File: src/rtl/alu_seq_ctrl.sv
// alu_seq_ctrl: sequencing front end for the 32-bit structural ALU.
//
// Accepts a command on the req_* channel, drives the ALU operands and op code
// from registers, captures the ALU result and flags, and returns them on the
// rsp_* channel. With ALU_SEQ_MUL_EN defined, cmd 5 runs a 32-iteration
// unsigned shift-add multiply that reuses the ALU adder. Without the macro,
// cmd 5 is illegal.
//
// Ports:
//   clk, rst                     clock and synchronous active-high reset
//   req_valid/req_ready          request handshake (ready only in IDLE)
//   req_cmd, req_a, req_b        command (0 AND,1 OR,2 ADD,3 SUB,4 SLT,5 MUL) and operands
//   alu_a, alu_b, alu_op         registered ALU inputs
//   alu_out, alu_zero,
//   alu_overflow, alu_cout       ALU result and flags
//   rsp_valid/rsp_ready          response handshake
//   rsp_data, rsp_flags, rsp_err result, {N,Z,V,C}, illegal-command flag
module alu_seq_ctrl (
  input  logic        clk,
  input  logic        rst,
  input  logic        req_valid,
  output logic        req_ready,
  input  logic [2:0]  req_cmd,
  input  logic [31:0] req_a,
  input  logic [31:0] req_b,
  output logic [31:0] alu_a,
  output logic [31:0] alu_b,
  output logic [2:0]  alu_op,
  input  logic [31:0] alu_out,
  input  logic        alu_zero,
  input  logic        alu_overflow,
  input  logic        alu_cout,
  output logic        rsp_valid,
  input  logic        rsp_ready,
  output logic [31:0] rsp_data,
  output logic [3:0]  rsp_flags,
  output logic        rsp_err
);

  localparam logic [2:0] CmdAnd = 3'd0;
  localparam logic [2:0] CmdOr  = 3'd1;
  localparam logic [2:0] CmdAdd = 3'd2;
  localparam logic [2:0] CmdSub = 3'd3;
  localparam logic [2:0] CmdSlt = 3'd4;
`ifdef ALU_SEQ_MUL_EN
  localparam logic [2:0] CmdMul = 3'd5;
`endif

  localparam logic [2:0] OpAnd = 3'b000;
  localparam logic [2:0] OpOr  = 3'b001;
  localparam logic [2:0] OpAdd = 3'b010;
  localparam logic [2:0] OpSub = 3'b110;
  localparam logic [2:0] OpSlt = 3'b111;

  typedef enum logic [1:0] {
    StIdle,
    StExec,
    StResp
`ifdef ALU_SEQ_MUL_EN
    , StMul
`endif
  } state_e;

  state_e      state_q, state_d;
  logic [31:0] a_q, a_d, b_q, b_d;
  logic [2:0]  op_q, op_d;
  logic [31:0] data_q, data_d;
  logic [3:0]  flags_q, flags_d;
  logic        err_q, err_d;
  logic        addsub;

`ifdef ALU_SEQ_MUL_EN
  logic [31:0] acc_q, acc_d, mcand_q, mcand_d, mplier_q, mplier_d;
  logic [4:0]  count_q, count_d;
  logic [31:0] acc_next;
`endif

  assign req_ready = (state_q == StIdle);
  assign rsp_valid = (state_q == StResp);
  assign alu_a     = a_q;
  assign alu_b     = b_q;
  assign alu_op    = op_q;
  assign rsp_data  = data_q;
  assign rsp_flags = flags_q;
  assign rsp_err   = err_q;

  // V and C are only meaningful for the arithmetic ops.
  assign addsub = (op_q == OpAdd) || (op_q == OpSub);

  always_comb begin
    state_d = state_q;
    a_d     = a_q;
    b_d     = b_q;
    op_d    = op_q;
    data_d  = data_q;
    flags_d = flags_q;
    err_d   = err_q;
`ifdef ALU_SEQ_MUL_EN
    acc_d    = acc_q;
    mcand_d  = mcand_q;
    mplier_d = mplier_q;
    count_d  = count_q;
    acc_next = mplier_q[0] ? alu_out : acc_q;
`endif
    case (state_q)
      StIdle: begin
        if (req_valid) begin
          a_d     = req_a;
          b_d     = req_b;
          op_d    = OpAnd;
          err_d   = 1'b0;
          state_d = StExec;
          case (req_cmd)
            CmdAnd: op_d = OpAnd;
            CmdOr:  op_d = OpOr;
            CmdAdd: op_d = OpAdd;
            CmdSub: op_d = OpSub;
            CmdSlt: op_d = OpSlt;
`ifdef ALU_SEQ_MUL_EN
            CmdMul: begin
              acc_d    = '0;
              mcand_d  = req_a;
              mplier_d = req_b;
              count_d  = '0;
              a_d      = '0;
              b_d      = req_a;
              op_d     = OpAdd;
              state_d  = StMul;
            end
`endif
            default: begin
              err_d   = 1'b1;
              data_d  = '0;
              flags_d = '0;
              state_d = StResp;
            end
          endcase
        end
      end
      StExec: begin
        data_d  = alu_out;
        flags_d = {alu_out[31], alu_zero, addsub & alu_overflow, addsub & alu_cout};
        state_d = StResp;
      end
`ifdef ALU_SEQ_MUL_EN
      StMul: begin
        // ALU computes acc + mcand; keep it only when the multiplier bit is set.
        acc_d    = acc_next;
        mcand_d  = mcand_q << 1;
        mplier_d = mplier_q >> 1;
        count_d  = count_q + 5'd1;
        a_d      = acc_next;
        b_d      = mcand_q << 1;
        if (count_q == 5'd31) begin
          data_d  = acc_next;
          flags_d = {acc_next[31], acc_next == 32'd0, 2'b00};
          state_d = StResp;
        end
      end
`endif
      StResp: begin
        if (rsp_ready) state_d = StIdle;
      end
      default: state_d = StIdle;
    endcase
  end

  always_ff @(posedge clk) begin
    if (rst) begin
      state_q  <= StIdle;
      a_q      <= '0;
      b_q      <= '0;
      op_q     <= OpAnd;
      data_q   <= '0;
      flags_q  <= '0;
      err_q    <= 1'b0;
`ifdef ALU_SEQ_MUL_EN
      acc_q    <= '0;
      mcand_q  <= '0;
      mplier_q <= '0;
      count_q  <= '0;
`endif
    end else begin
      state_q  <= state_d;
      a_q      <= a_d;
      b_q      <= b_d;
      op_q     <= op_d;
      data_q   <= data_d;
      flags_q  <= flags_d;
      err_q    <= err_d;
`ifdef ALU_SEQ_MUL_EN
      acc_q    <= acc_d;
      mcand_q  <= mcand_d;
      mplier_q <= mplier_d;
      count_q  <= count_d;
`endif
    end
  end

endmodule

File: config.mk
export PLATFORM = sky130hd
export DESIGN_NAME = alu_seq_ctrl
export DESIGN_NICKNAME = d
export VERILOG_FILES = /design/src/rtl/alu_seq_ctrl.sv
export SDC_FILE = /design/constraint.sdc
export NUM_CORES = 1
export LEC_CHECK = 0
export CAP_MARGIN = 20
export CORE_AREA = 2 2 103 105
export CTS_CLUSTER_SIZE = 16
export DETAILED_ROUTE_END_ITERATION = 6
export DIE_AREA = 0 0 105 107
export GPL_ROUTABILITY_DRIVEN = 0
export PLACE_DENSITY = 0.91
export SYNTH_ARGS = -nofsm -noshare
export SYNTH_HDL_FRONTEND = slang
export SYNTH_SLANG_ARGS = --single-unit
export TNS_END_PERCENT = 100
File: constraint.sdc
create_clock -name clk -period 2 [get_ports clk]
set_input_delay 0.2 -clock clk [delete_from_list [all_inputs] [get_ports clk]]
set_output_delay 0.2 -clock clk [all_outputs]
set_load 0.02 [all_outputs]
# Yosys cells after proc, flatten, opt, wreduce, memory -nomap -nowiden
# Index checks and enable logic that the tools add are counted.
# Widths: inputs -> output; s select.
[word_totals]
regBits = 106
latch_bits = 0
ram_bits = 0
mem_bits_ro = 0
in_bits = 106
n_memories = 0
[classes]
addsub = 0
n_mul = 0
div_mod_pow = 0
n_lt_le_gt_ge = 0
eq_ne = 11
shifts = 0
mux = 12
bitwise_logic = 2
n_reduce_logical = 8
[op_table]
columns = ["cell", "n"]
rows = [
  ["$mux 32", 2],
  ["$pmux 32 s2", 1],
  ["$pmux 3 s4", 1],
  ["$eq 3x2->1 const B", 3],
  ["$mux 4", 2],
  ["$pmux 4 s2", 1],
  ["$eq 3x3->1 const B", 2],
  ["$mux 2", 3],
  ["$pmux 2 s3", 1],
  ["$reduce_or 5->1", 1],
  ["$ne 2x2->1 const B", 2],
  ["$reduce_and 2->1", 2],
  ["$eq 3x1->1 const B", 1],
  ["$logic_not 3->1", 1],
  ["$reduce_and 3->1", 1],
  ["$and 1x1->1", 2],
  ["$eq 2x1->1 const B", 1],
  ["$eq 2x2->1 const B", 1],
  ["$logic_not 2->1", 1],
  ["$ne 2x1->1 const B", 1],
  ["$reduce_bool 2->1", 1],
  ["$logic_or 1x1->1", 1],
  ["$mux 1", 1],
]

# Depth between registers and ports, before layout
[depth]
word_depth = 5
mapped_depth = 6

# Worst setup path after synthesis
# Ideal clock, no wire load.
[synth_path]
path_kind = "register to register"
from = "reg state_q[1]"
to = "reg b_q[14] (netlist: alu_b[14])"
setup_time_ns = 0.132
arrival_ns = 1.257
setup_slack_ns = 0.611
stages_incl_launch_ff = 7
synth_period_minus_slack_ns = 1.389
cell_sequence = "dfxtp_1 > or3b_1 > clkbuf_1 > buf_2 > buf_2 > nand2_1 > a21oi_1"
[synth_between]
elab_chain_cells = 2
[synth_lines]
columns = ["element", "line_no", "rtl"]
rows = [
  ["start, declared", "64", "state_e state_q, state_d;"],
  ["start signal, assigned", "170", "state_q <= StIdle;"],
  ["start signal, assigned", "184", "state_q <= state_d;"],
  ["$logic_not 2->1", "105", "case (state_q)"],
  ["$reduce_and 2->1 (no line)", "--", ""],
  ["end signal, assigned", "172", "b_q <= '0;"],
  ["end signal, assigned", "186", "b_q <= b_d;"],
  ["end, declared", "65", "logic [31:0] a_q, a_d, b_q, b_d;"],
]
# No other way between the ends.
# A chain may end at the register's enable or synchronous reset.

# Worst setup path in the final report
[layout_path]
from = "reg state_q[1]"
to = "out rsp_valid"
[layout_between]
elab_chain_cells = 1
[layout_lines]
columns = ["element", "line_no", "rtl"]
rows = [
  ["$eq 2x2->1", "79", "assign rsp_valid = (state_q == StResp);"],
  ["end, declared", "33", "output logic rsp_valid,"],
]
# No other way between the ends.

==> results.md <==
* Drt wl/cell at 15.7 um
* Die height at 107 um
* Root Driver: clkbuf_8
* Most frequent cells in the layout: 210 x clkdlybuf4s50_1, 132 x a21oi_1, 131 x nand2_1
* CTS Hold Bufs at 0
* Most common cell after layout, fill and taps aside: clkdlybuf4s50_1
* Vias at 4,168
* Die width at 105 um
* # DRC at 0
* DIE AREA at 11,200 um2
* Detail Route Antenna Nets at 0
* Ys Warns at 0
* Pint at 3.22 mW
* Hold_ws at 0.290 ns
* Total CTS buffers at 9
* Fillers at 851
* Fmax achieved at 545 MHz
* Synth cell types at 21
* Max_cap viols at 0
* Crit path required time at 1.80 ns
* Synthesized area per cell at 8.16 um2
* Initial DRC Count at 167
* Gate power share at 23.1%
* Postcts setup bufs at 0
* Clk_skew at 0.0123 ns
* Ports at 212
* Grt ovf at 0
* Crit start category: flop
* Reg2Reg Setup Slack at 0.32 ns
* Buffers on Ports at 211
* Clock Tree Buf Depth at 2
* Num rows at 37
* Seq/Total Area, Yosys at 54.4%
* Cell depth of the worst hold path at 2
* First-pass GRT wire length at 20,100 um
* Crit Path Max Fanout at 7
* Mux contribution to synthesized area at 0%
* Leakage power at 2.20 nW
* Share of post-route cells with drive strength above 1 at 4.64%
* Post-Syn Area at 3860 um2
* Register bit total from synthesis at 105
* Register area at 2100 um2
* Worst-Margin Slew at 0.519 ns
* GRT Overall Usage at 21.9%
* RSZ-0062 raised after global routing: false
* Mapped Cells at 473
* Total wire length at 12,700 um
* Syn_nets at 579
* Final worst-path cycle share at 91.7%
* Adder-cell area share of the yosys netlist at 0%
* Slew HR at 65.4%
* Register clock-pin slew on the reported worst setup and hold paths at 0.10 ns
* Initial antenna violation count at 0
* Initial core utilization at 38.3%
* P_sw at 1.31 mW
* Clk Latency, worst-skew pair at 0.36 ns
* Nets at 769
* Layout area overhead at 62.0%
* Flop pwr share at 50.4%
* Fin. Hold Viols at 0
* Status: complete, no violations
* Power density over the cells at 724 nW/um2
* Crit. End Element: output pin
* Sw Share at 28.9%
* # diodes at 0
* Xor and xnor fraction of the mapped netlist area at 0.227%
* Synth Area in Simple Gates at 15.6%
* Final setup viols at 0
* CTS tree: built
* First drt pass iteration count at 5
* Core area at 10,100 um2
* Arr. time, crit path at 1.63 ns
* Clk sink count at 105
* R2R depth at 4
* Final min period at 1.83 ns
* Largest family of logic cells by synthesized area: compound AO/OA/AOI/OAI gates
* Worst Hold Class: input port to flop
* H-tree depth at 3
* Vias in the first global route at 4,168
* Number of vias per cell at 5.18
* Hpwl dp at 9410 um
* Slew Viols, Final at 0
* Kind of critical path: flop to output pin
* Clock group share of total power at 26.5%
* Compound-cell area share of the yosys netlist at 25.0%
* Multi-input gate area at 1590 um2
* Sum Neg Setup Slack at 0 ns
* Max VDD drop at 0.341 mV
* Largest net degree at the start of global routing at 54
through the flow:
| step | power [mW] | instance area (um2) | utilization [%] | setup WS, ns | instances |
|---|---|---|---|---|---|
| 5_1_grt | 4.74 | 6260 | 62.0 | 0.0408 | 804 |
| 2_1_floorplan | 2.80 | 3860 | - | 0.611 | 473 |
| 6_report | 4.53 | 6260 | 62.0 | 0.166 | 804 |
| 4_1_cts | 4.57 | 6250 | 62.0 | 0.0495 | 804 |
| 3_5_place_dp | 3.38 | 6080 | 60.3 | 0.0461 | 788 |
| 3_3_place_gp | 3.33 | 6080 | 60.3 | 0.133 | 788 |
registers in the layout, indices dropped and copies added, names as in the netlist:
signal	flops
rsp_data	32
rsp_flags	3
alu_b	32
state_q	2
alu_op	3
alu_a	32
rsp_err	1
path summary, 6_finish.rpt:
path / endpoint / from
worst max register to register: alu_a[2]$_SDFFE_PP0P_ / state_q[0]$_SDFFE_PP0P_
worst min-delay path: alu_a[7]$_SDFFE_PP0P_ / rst
worst min register to register: alu_b[27]$_SDFFE_PP0P_ / alu_b[27]$_SDFFE_PP0P_
worst max-delay path: rsp_valid / state_q[1]$_SDFFE_PP0P_
final cells by class:
type | instances | area share, %
repair buffers | 223 | 35.6
clock inverters | 4 | 0.440
multi-input cells | 324 | 25.3
well taps | 136 | 2.72
clock buffers | 12 | 2.32
flip-flops and latches | 105 | 33.6
power by group through the flow:
stage | clock (mW) | combinational, mW | sequential [mW]
after global routing | 1.32 | 1.13 | 2.29
after CTS | 1.23 | 1.05 | 2.28
after global placement | 0 | 1.01 | 2.32
after detailed placement | 0 | 1.05 | 2.33
final | 1.20 | 1.05 | 2.28
after floorplan | 0 | 0.348 | 2.46
Yosys cell counts:
master	n	area [um2]
dfxtp_1	105	2100
nor3_1	4	20.0
nor2_1	6	22.5
or2_1	1	6.26
o31ai_1	1	7.51
o21a_1	1	7.51
clkbuf_1	33	124
buf_2	10	50.1
or3b_1	1	8.76
or3_1	1	6.26
nand2b_1	1	6.26
a21oi_1	132	661
nor2b_1	3	18.8
nor3b_1	2	15.0
nand2_1	131	492
xnor2_1	1	8.76
o211a_1	1	10.0
a211oi_1	34	255
and3_1	1	6.26
buf_4	1	7.51
a22o_1	3	26.3
critical path, cell delays in order (launching register included):
cell and delay, ns:
dfxtp_2 0.43, nor2b_1 0.21, clkdlybuf4s50_1 0.65
logic make-up (layout without fill, tap and decap cells):
| family | after synthesis | after routing |
|---|---|---|
| compound gates | 172 | 172 |
| flops | 105 | 105 |
| simple gates | 151 | 151 |
| buf+inv | 44 | 239 |
| xor+xnor | 1 | 1 |
repair_timing:
item / 4_1_cts / 5_1_grt
setup endpoints to repair: 0 / 1
endpoints found under the hold margin: 0 / 0
gates resized for setup: 0 / 1
metal layers:
| layer | up-vias | GRT usage, % | wire length (um) |
|---|---|---|---|
| li1 | 1985 | - | - |
| met1 | 1967 | 24.1 | 4910 |
| met2 | 186 | 39.5 | 6460 |
| met3 | 30 | 6.44 | 982 |
| met4 | 0 | 8.38 | 312 |
| met5 | - | 0 | 0 |
No activity file was read; power rests on OpenSTA's default activity.
